--- src/rtl/parking_pkg.sv ---
// Shared parking-system constants and helpers, used by the slot manager,
// the gate controllers and the display logic.
package parking_pkg;

   localparam int unsigned PARK_DEFAULT_SLOTS = 8;
   localparam int unsigned PARK_STAT_W        = 16;

   // Slot index width for a lot of n bays
   function automatic int unsigned park_idx_w(input int unsigned n);
      return $clog2(n);
   endfunction

endpackage

--- src/rtl/lowest_free_finder.sv ---
// Combinational priority encoder: reports the lowest-index free bay.
module lowest_free_finder #(
   parameter int unsigned N_SLOTS = 8,
   parameter int unsigned IDX_W   = 3
) (
   input  logic [N_SLOTS-1:0] i_occupancy,
   output logic               o_found,
   output logic [IDX_W-1:0]   o_idx
);

   // Scan from the top down so the lowest free index is the last one written
   always_comb begin
      o_found = 1'b0;
      o_idx   = '0;
      for (int i = N_SLOTS - 1; i >= 0; i--) begin
         if (!i_occupancy[i]) begin
            o_found = 1'b1;
            o_idx   = IDX_W'(i);
         end
      end
   end

endmodule

--- src/rtl/parking_slot_manager.sv ---
// Parking slot allocator: registered occupancy map, lowest-free entry
// allocation, named-bay exit release, free count and full/empty flags.
// Optional feature macro: PARKING_STATS_EN adds saturating grant/reject
// counters (o_total_entries, o_total_rejects).
module parking_slot_manager
   import parking_pkg::*;
#(
   parameter int unsigned N_SLOTS = PARK_DEFAULT_SLOTS,
   parameter int unsigned IDX_W   = park_idx_w(N_SLOTS),
   parameter int unsigned CNT_W   = $clog2(N_SLOTS + 1)
) (
   input  logic               i_clk,
   input  logic               i_rst,
   input  logic               i_entry_req,
   input  logic               i_exit_req,
   input  logic [IDX_W-1:0]   i_exit_slot,
   output logic               o_entry_grant,
   output logic               o_entry_reject,
   output logic [IDX_W-1:0]   o_entry_slot,
   output logic               o_exit_err,
   output logic [N_SLOTS-1:0] o_occupancy,
   output logic [CNT_W-1:0]   o_free_count,
   output logic               o_full,
`ifdef PARKING_STATS_EN
   output logic [PARK_STAT_W-1:0] o_total_entries,
   output logic [PARK_STAT_W-1:0] o_total_rejects,
`endif
   output logic               o_empty
);

   // Full index space of i_exit_slot, so out-of-range slots decode safely
   localparam int unsigned EXT_W = 1 << IDX_W;

   logic [N_SLOTS-1:0] r_occupancy;
   logic [CNT_W-1:0]   r_free;
   logic               r_full;
   logic               r_empty;
   logic [IDX_W-1:0]   r_entry_slot;
   logic               r_grant;
   logic               r_reject;
   logic               r_err;

   logic               w_found;
   logic [IDX_W-1:0]   w_idx;
   logic [EXT_W-1:0]   w_occ_ext;
   logic [EXT_W-1:0]   w_exit_mask_ext;
   logic               w_exit_in_range;
   logic               w_exit_valid;
   logic               w_grant;
   logic               w_reject;
   logic [N_SLOTS-1:0] w_occ_next;
   logic [CNT_W-1:0]   w_free_next;

   // Allocation always looks at the pre-exit map
   lowest_free_finder #(
      .N_SLOTS (N_SLOTS),
      .IDX_W   (IDX_W)
   ) u_finder (
      .i_occupancy (r_occupancy),
      .o_found     (w_found),
      .o_idx       (w_idx)
   );

   assign w_exit_in_range = ({1'b0, i_exit_slot} < (IDX_W + 1)'(N_SLOTS));
   assign w_exit_mask_ext = EXT_W'(1) << i_exit_slot;
   assign w_exit_valid    = i_exit_req && w_exit_in_range && w_occ_ext[i_exit_slot];
   assign w_grant         = i_entry_req && w_found;
   assign w_reject        = i_entry_req && !w_found;

   // Next occupancy map and free count from this cycle's requests
   always_comb begin
      w_occ_ext                = '0;
      w_occ_ext[N_SLOTS-1:0]   = r_occupancy;
      w_occ_next               = r_occupancy;
      if (w_grant) begin
         w_occ_next = w_occ_next | (N_SLOTS'(1) << w_idx);
      end
      if (w_exit_valid) begin
         w_occ_next = w_occ_next & ~w_exit_mask_ext[N_SLOTS-1:0];
      end
      w_free_next = r_free + CNT_W'(w_exit_valid) - CNT_W'(w_grant);
   end

   // Occupancy, counters, flags and response pulses
   always_ff @(posedge i_clk) begin
      if (i_rst) begin
         r_occupancy  <= '0;
         r_free       <= CNT_W'(N_SLOTS);
         r_full       <= 1'b0;
         r_empty      <= 1'b1;
         r_entry_slot <= '0;
         r_grant      <= 1'b0;
         r_reject     <= 1'b0;
         r_err        <= 1'b0;
      end else begin
         r_occupancy <= w_occ_next;
         r_free      <= w_free_next;
         r_full      <= (w_free_next == '0);
         r_empty     <= (w_free_next == CNT_W'(N_SLOTS));
         r_grant     <= w_grant;
         r_reject    <= w_reject;
         r_err       <= i_exit_req && !w_exit_valid;
         if (w_grant) begin
            r_entry_slot <= w_idx;
         end
      end
   end

`ifdef PARKING_STATS_EN
   logic [PARK_STAT_W-1:0] r_total_entries;
   logic [PARK_STAT_W-1:0] r_total_rejects;

   // Saturating grant/reject counters
   always_ff @(posedge i_clk) begin
      if (i_rst) begin
         r_total_entries <= '0;
         r_total_rejects <= '0;
      end else begin
         if (w_grant && (r_total_entries != '1)) begin
            r_total_entries <= r_total_entries + 1'b1;
         end
         if (w_reject && (r_total_rejects != '1)) begin
            r_total_rejects <= r_total_rejects + 1'b1;
         end
      end
   end

   assign o_total_entries = r_total_entries;
   assign o_total_rejects = r_total_rejects;
`endif

   assign o_entry_grant  = r_grant;
   assign o_entry_reject = r_reject;
   assign o_entry_slot   = r_entry_slot;
   assign o_exit_err     = r_err;
   assign o_occupancy    = r_occupancy;
   assign o_free_count   = r_free;
   assign o_full         = r_full;
   assign o_empty        = r_empty;

endmodule

--- config.mk ---
export PLATFORM = sky130hd
export DESIGN_NAME = parking_slot_manager
export DESIGN_NICKNAME = d
export VERILOG_FILES = /design/src/rtl/parking_pkg.sv /design/src/rtl/lowest_free_finder.sv /design/src/rtl/parking_slot_manager.sv
export SDC_FILE = /design/constraint.sdc
export NUM_CORES = 1
export LEC_CHECK = 0
export CAP_MARGIN = 0
export CORE_UTILIZATION = 45
export CTS_CLUSTER_SIZE = 10
export DETAILED_ROUTE_END_ITERATION = 10
export PLACE_DENSITY = 0.75
export SYNTH_ARGS = -nofsm -noshare
export SYNTH_HDL_FRONTEND = slang
export SYNTH_HIERARCHICAL = 1
export SYNTH_SLANG_ARGS = --single-unit
--- constraint.sdc ---
create_clock -name i_clk -period 2.8 [get_ports i_clk]
set_input_delay 0.28 -clock i_clk [delete_from_list [all_inputs] [get_ports i_clk]]
set_output_delay 0.28 -clock i_clk [all_outputs]
set_load 0.05 [all_outputs]
* Word level (Yosys, flattened, before mapping)
Index checks and enable logic that the tools add are counted.
** Storage, ports and cells
- Logic and storage cells :: 44
- Bits in registers :: 20
- Bits of input ports :: 7
** Operators by class
- Shift-type cells :: 2
- $add $sub $neg :: 2
- $lt $le $gt $ge :: 1
- Equal/unequal tests :: 1
- Bitwise operators :: 3
- Reductions and logical operators :: 7
- Multiplexer cells :: 20
** Operator list (number)
- $mux W3 :: 8
- $mux W8 :: 2
- $shl A1 B3 Y8 const A :: 2
- $mux W1 :: 9
- $and A8 B8 Y8 :: 1
- $not A8 Y8 :: 1
- $or A8 B8 Y8 :: 1
- $add A4 B1 Y4 :: 1
- $eq A4 B4 Y1 const B :: 1
- $logic_and A1 B1 Y1 :: 4
- $logic_not A4 Y1 :: 1
- $lt A3 B4 Y1 const B :: 1
- $sub A4 B1 Y4 :: 1
- $bmux W1 S3 :: 1
- $logic_not A1 Y1 :: 2

* Longest topological paths before layout
- Depth in word-level cells :: 13
- Gate-level depth with buffers :: 13

* Cells and area by module
The synthesis kept the hierarchy.
** By module, submodules not included
- parking_slot_manager :: area an instance 915.9 um^2, cells each 96, sequential area each 400.4 um^2, instances 1
- lowest_free_finder :: area an instance 78.8 um^2, cells each 16, sequential area each 0.0 um^2, instances 1

* Worst setup path before layout
OpenSTA, ideal clock, no wires.
- Kind :: register to register
- From :: reg r_occupancy[0] (netlist: o_occupancy[0])
- To :: reg r_empty (netlist: o_empty)
- Required time :: 2.713 ns
- Stages on the path, launching flop included :: 14
- Data arrival time :: 2.696 ns
- Period minus slack after synthesis :: 2.783 ns
- Setup slack :: 0.017 ns
- Path buffers :: 0
- Cells stage by stage :: dfxtp_1 -> nand2_1 -> nor2_1 -> nand2_1 -> nand2_1 -> inv_1 -> ha_1 -> inv_1 -> ha_1 -> inv_1 -> fa_1 -> nor2b_1 -> nand2_1 -> o31ai_1
** Between the ends
- Elaborated cells on any way between the ends :: 8
- Classes of those cells :: 2 x add/sub; 1 x eq/ne; 3 x mux; 2 x reduce/logical
** RTL lines
- start: declaration :: RTL line parking_slot_manager.sv:34 : logic [N_SLOTS-1:0] r_occupancy;
- start signal: assignment :: RTL line parking_slot_manager.sv:96 : r_occupancy <= w_occ_next;
- $mux W1 :: RTL line lowest_free_finder.sv:16 : if (!i_occupancy[i]) begin
- net w_found :: RTL line parking_slot_manager.sv:43 : logic w_found;
- $logic_and A1 B1 Y1 :: RTL line parking_slot_manager.sv:67 : assign w_grant = i_entry_req && w_found;
- net w_grant :: RTL line parking_slot_manager.sv:49 : logic w_grant;
- $sub A4 B1 Y4 :: RTL line parking_slot_manager.sv:81 : w_free_next = r_free + CNT_W'(w_exit_valid) - CNT_W'(w_grant);
- $eq A4 B4 Y1 :: RTL line parking_slot_manager.sv:99 : r_empty <= (w_free_next == CNT_W'(N_SLOTS));
- end signal: assignment :: RTL line parking_slot_manager.sv:99
- end: declaration :: RTL line parking_slot_manager.sv:37 : logic r_empty;
The timed path passes the listed nets, and every way through them passes these cells. The select of a mux whose other input is x is not followed.
A chain may end at the register's enable or synchronous reset.

* Worst setup path in the final report
- From :: reg r_occupancy[1] (netlist: o_occupancy[1])
- To :: reg r_empty (netlist: o_empty)
** Between the ends
- Elaborated cells on any way between the ends :: 9
- Classes of those cells :: 2 x add/sub; 1 x eq/ne; 4 x mux; 2 x reduce/logical
** RTL lines (RTL line)
- $mux W1 (2 in series) :: lowest_free_finder.sv:16
- net w_found :: parking_slot_manager.sv:43
- $logic_and A1 B1 Y1 :: parking_slot_manager.sv:67
- net w_grant :: parking_slot_manager.sv:49
- $sub A4 B1 Y4 :: parking_slot_manager.sv:81
- $eq A4 B4 Y1 :: parking_slot_manager.sv:99
The timed path passes the listed nets, and every way through them passes these cells. The select of a mux whose other input is x is not followed.

==> reports/results.ini <==
[run_status]
status=complete, no violations

[job]
maxCapViolCount=0

[global_routing]
globalRouteOverflowTotal=0
grt_pass1_wl_um=3860
grt_pass1_vias=878
grt_max_degree=18
antenna_found_initial=0
grt_usage_pct=21.0

[finish]
fin_nets=161
drive_above_1_share_pct=11.5
syn_to_final_growth_pct=39.0
mostFrequentLayoutCells=26 x clkdlybuf4s50_1, 20 x dfxtp_1, 12 x a21oi_1
antenna_cells=0
layout_commonest_cell=clkdlybuf4s50_1

[worst_setup_path]
cpMostUsedCell=nand2_1
ff2ff_path_depth=13
crit_buf_inv=3
cp.arrival_ns=2.87
critPathKind=flop to flop
r2r_slack_ns=0.16
crit_end=o_empty$_SDFF_PP1_
critPathMaxFanout=6
path_cells=nand2_1 -> nor2_1 -> nand2_1 -> nand2_1 -> inv_1 -> ha_1 -> inv_1 -> ha_1 -> inv_1 -> fa_1 -> nor2b_1 -> nand2_1 -> o31ai_1
cpLargestDelayFamily=adder cells
r2r-end=o_empty$_SDFF_PP1_
worst-path-stages=13
end_kind=flop
cpMaxStageDelayCell=fa_1
cp.required_ns=3.03
r2r-start=o_occupancy[1]$_SDFF_PP0_
start_kind=flop
critical_path.max_stage_delay_ns=0.49
critPathLaunch=o_occupancy[1]$_SDFF_PP0_

[die]
initial_core_util_pct=49.2
die_w_um=49.0
coreArea_um2=2020
ios=27
die_area_um2=2400
die_h_um=49.0
rows=16

[place]
preCtsSetupSlack_ns=-0.106
io_buffers=26
place.gp.congestion=0.891
dp_hpwl_um=1810

[clock_tree]
cts_made_buffers=3
h-tree-depth=1
clkSlewWorstSetupHoldPaths_ns=0.12
post_cts_resized=0
clock_latency_ns=0.30
cts_tree=yes
clock-root-buffer=clkbuf_4
clockBufferDepth=2
ctsHoldBuffers=0
cts_sinks=20
post-cts-setup-buffers=0

[logic_synthesis]
post-synth-top-area-fraction_pct=40.3
ys_ff_latch=20
ys_async_sr_fraction_pct=0
synthTopCellsByArea=dfxtp_1 40%, a311oi_1 7.0%, a21oi_1 6.0%, ha_1 5.0%, nor2b_1 4.4%
syn_area_um2=995
syn_nets=124
syn-instance-count=112
synth_top_area_cell=dfxtp_1
yosysUniqueCellTypes=29
seq_area_frac_synth_pct=40.3
synth-edff-count=0
yosysWarnings=6
synthFlopType=dfxtp_1
synth_area_per_cell_um2=8.88

[sta]
hold_viol=0
clock.fmax_mhz=379
worst_clock_skew_ns=0.00312
slew_viol_final=0
max-slew-margin-rel_pct=59.7
fin_crit_ns=2.64
finalCritPeriodShare_pct=94.3
finalSetupViolCount=0
fin_ws_ns=0.159
worst_slew_pin_slew_ns=0.603
rsz0062_at_grt=no

[drt]
route.detailed.drc=0
dr.pass1.iters=4
num_vias=958
wirelength_um=2370
detail-route-antenna-nets=0
wire_per_inst_um=13.5
vias_per_cell=5.47
dr.first_iter.drc_count=35

[power]
leakagePower_nw=0.537
report.power.total_mw=0.921
max-vdd-ir-drop_mv=0.419
power_per_cell_area_nw_per_um2=666

[worst_hold_path]
hold_class=flop to flop

flip-flops by register name, indices dropped and copies added (netlist names):
signal	flops
o_occupancy	8
o_empty	1
o_free_count	4
o_entry_slot	3
o_exit_err	1
o_full	1
o_entry_grant	1
o_entry_reject	1
power breakdown:
part | switching, mW | leakage (nW) | internal, mW
clock network | 0.0910 | 0.0279 | 0.145
logic | 0.221 | 0.346 | 0.127
registers | 0.0218 | 0.164 | 0.316
per-stage QoR:
stage	utilization, %	hold WS, ns	setup TNS (ns)	std cells	area (um^2)
after CTS	68.4	0.472	0	175	1380
after global routing	68.4	0.494	0	175	1380
final	68.4	0.471	0	175	1380
after global placement	65.8	0.446	-0.0126	171	1330
after floorplan	-	0.396	0	112	995
after detailed placement	65.8	0.456	-0.137	171	1330
worst register-to-register path: cells and delay by family, from the launching register on:
kind | cells | cell delay, ns
DFF | 1 | 0.45
adders and majority gates | 3 | 0.93
and+or+nand+nor | 6 | 0.83
buffers and inverters | 3 | 0.17
AOI/OAI and AO/OA | 1 | 0.18
Yosys cell counts (2+ instances only):
cell type,n
dfxtp_1,20
a21oi_1,12
nand2_1,11
inv_1,9
nor2_1,9
a311oi_1,8
nor2b_1,7
ha_1,4
mux2i_1,4
nand3_1,4
a31oi_1,3
a22oi_1,2
buf_6,2
xor2_1,2
how the worst min path moves through the flow:
stage                     slack, ns                          from                      endpoint  cells past startpoint
after CTS                      0.47  o_entry_slot[1]$_SDFFE_PP0N_  o_entry_slot[1]$_SDFFE_PP0N_                      2
after detailed placement       0.46  o_entry_slot[1]$_SDFFE_PP0N_  o_entry_slot[1]$_SDFFE_PP0N_                      2
after floorplan                0.40                    i_exit_req         o_exit_err$_SDFF_PP0_                      2
after global routing           0.49  o_entry_slot[1]$_SDFFE_PP0N_  o_entry_slot[1]$_SDFFE_PP0N_                      2
final                          0.47  o_entry_slot[1]$_SDFFE_PP0N_  o_entry_slot[1]$_SDFFE_PP0N_                      2
after global placement         0.45  o_entry_slot[1]$_SDFFE_PP0N_  o_entry_slot[1]$_SDFFE_PP0N_                      2
cells by family (layout without fill, tap and decap cells):
kind of cell / Yosys count / count (layout) / synth area share [%]
compound gates: 31 / 31 / 21.0
simple gates: 38 / 38 / 19.9
fa+ha+maj: 5 / 5 / 7.04
mux: 4 / 4 / 4.03
xor+xnor: 2 / 2 / 1.76
buf+inv: 12 / 48 / 6.04
flops: 20 / 20 / 40.3
metal layers:
metal	track usage [%]	up-vias	wire, um
met1	23.8	443	1040
met5	0	-	0
met2	38.0	36	1210
met3	3.43	2	102
met4	9.80	0	17
li1	-	477	-
layout make-up:
| type | count | area, um^2 |
|---|---|---|
| Inverter | 9 | 33.8 |
| Clock inverter | 1 | 30.0 |
| Multi-Input combinational cell | 80 | 534 |
| Sequential cell | 20 | 400 |
| Timing Repair Buffer | 35 | 328 |
| Tap cell | 27 | 33.8 |
| Clock buffer | 3 | 22.5 |
| Fill cell | 173 | 639 |
(Power assumes the default switching activity.)
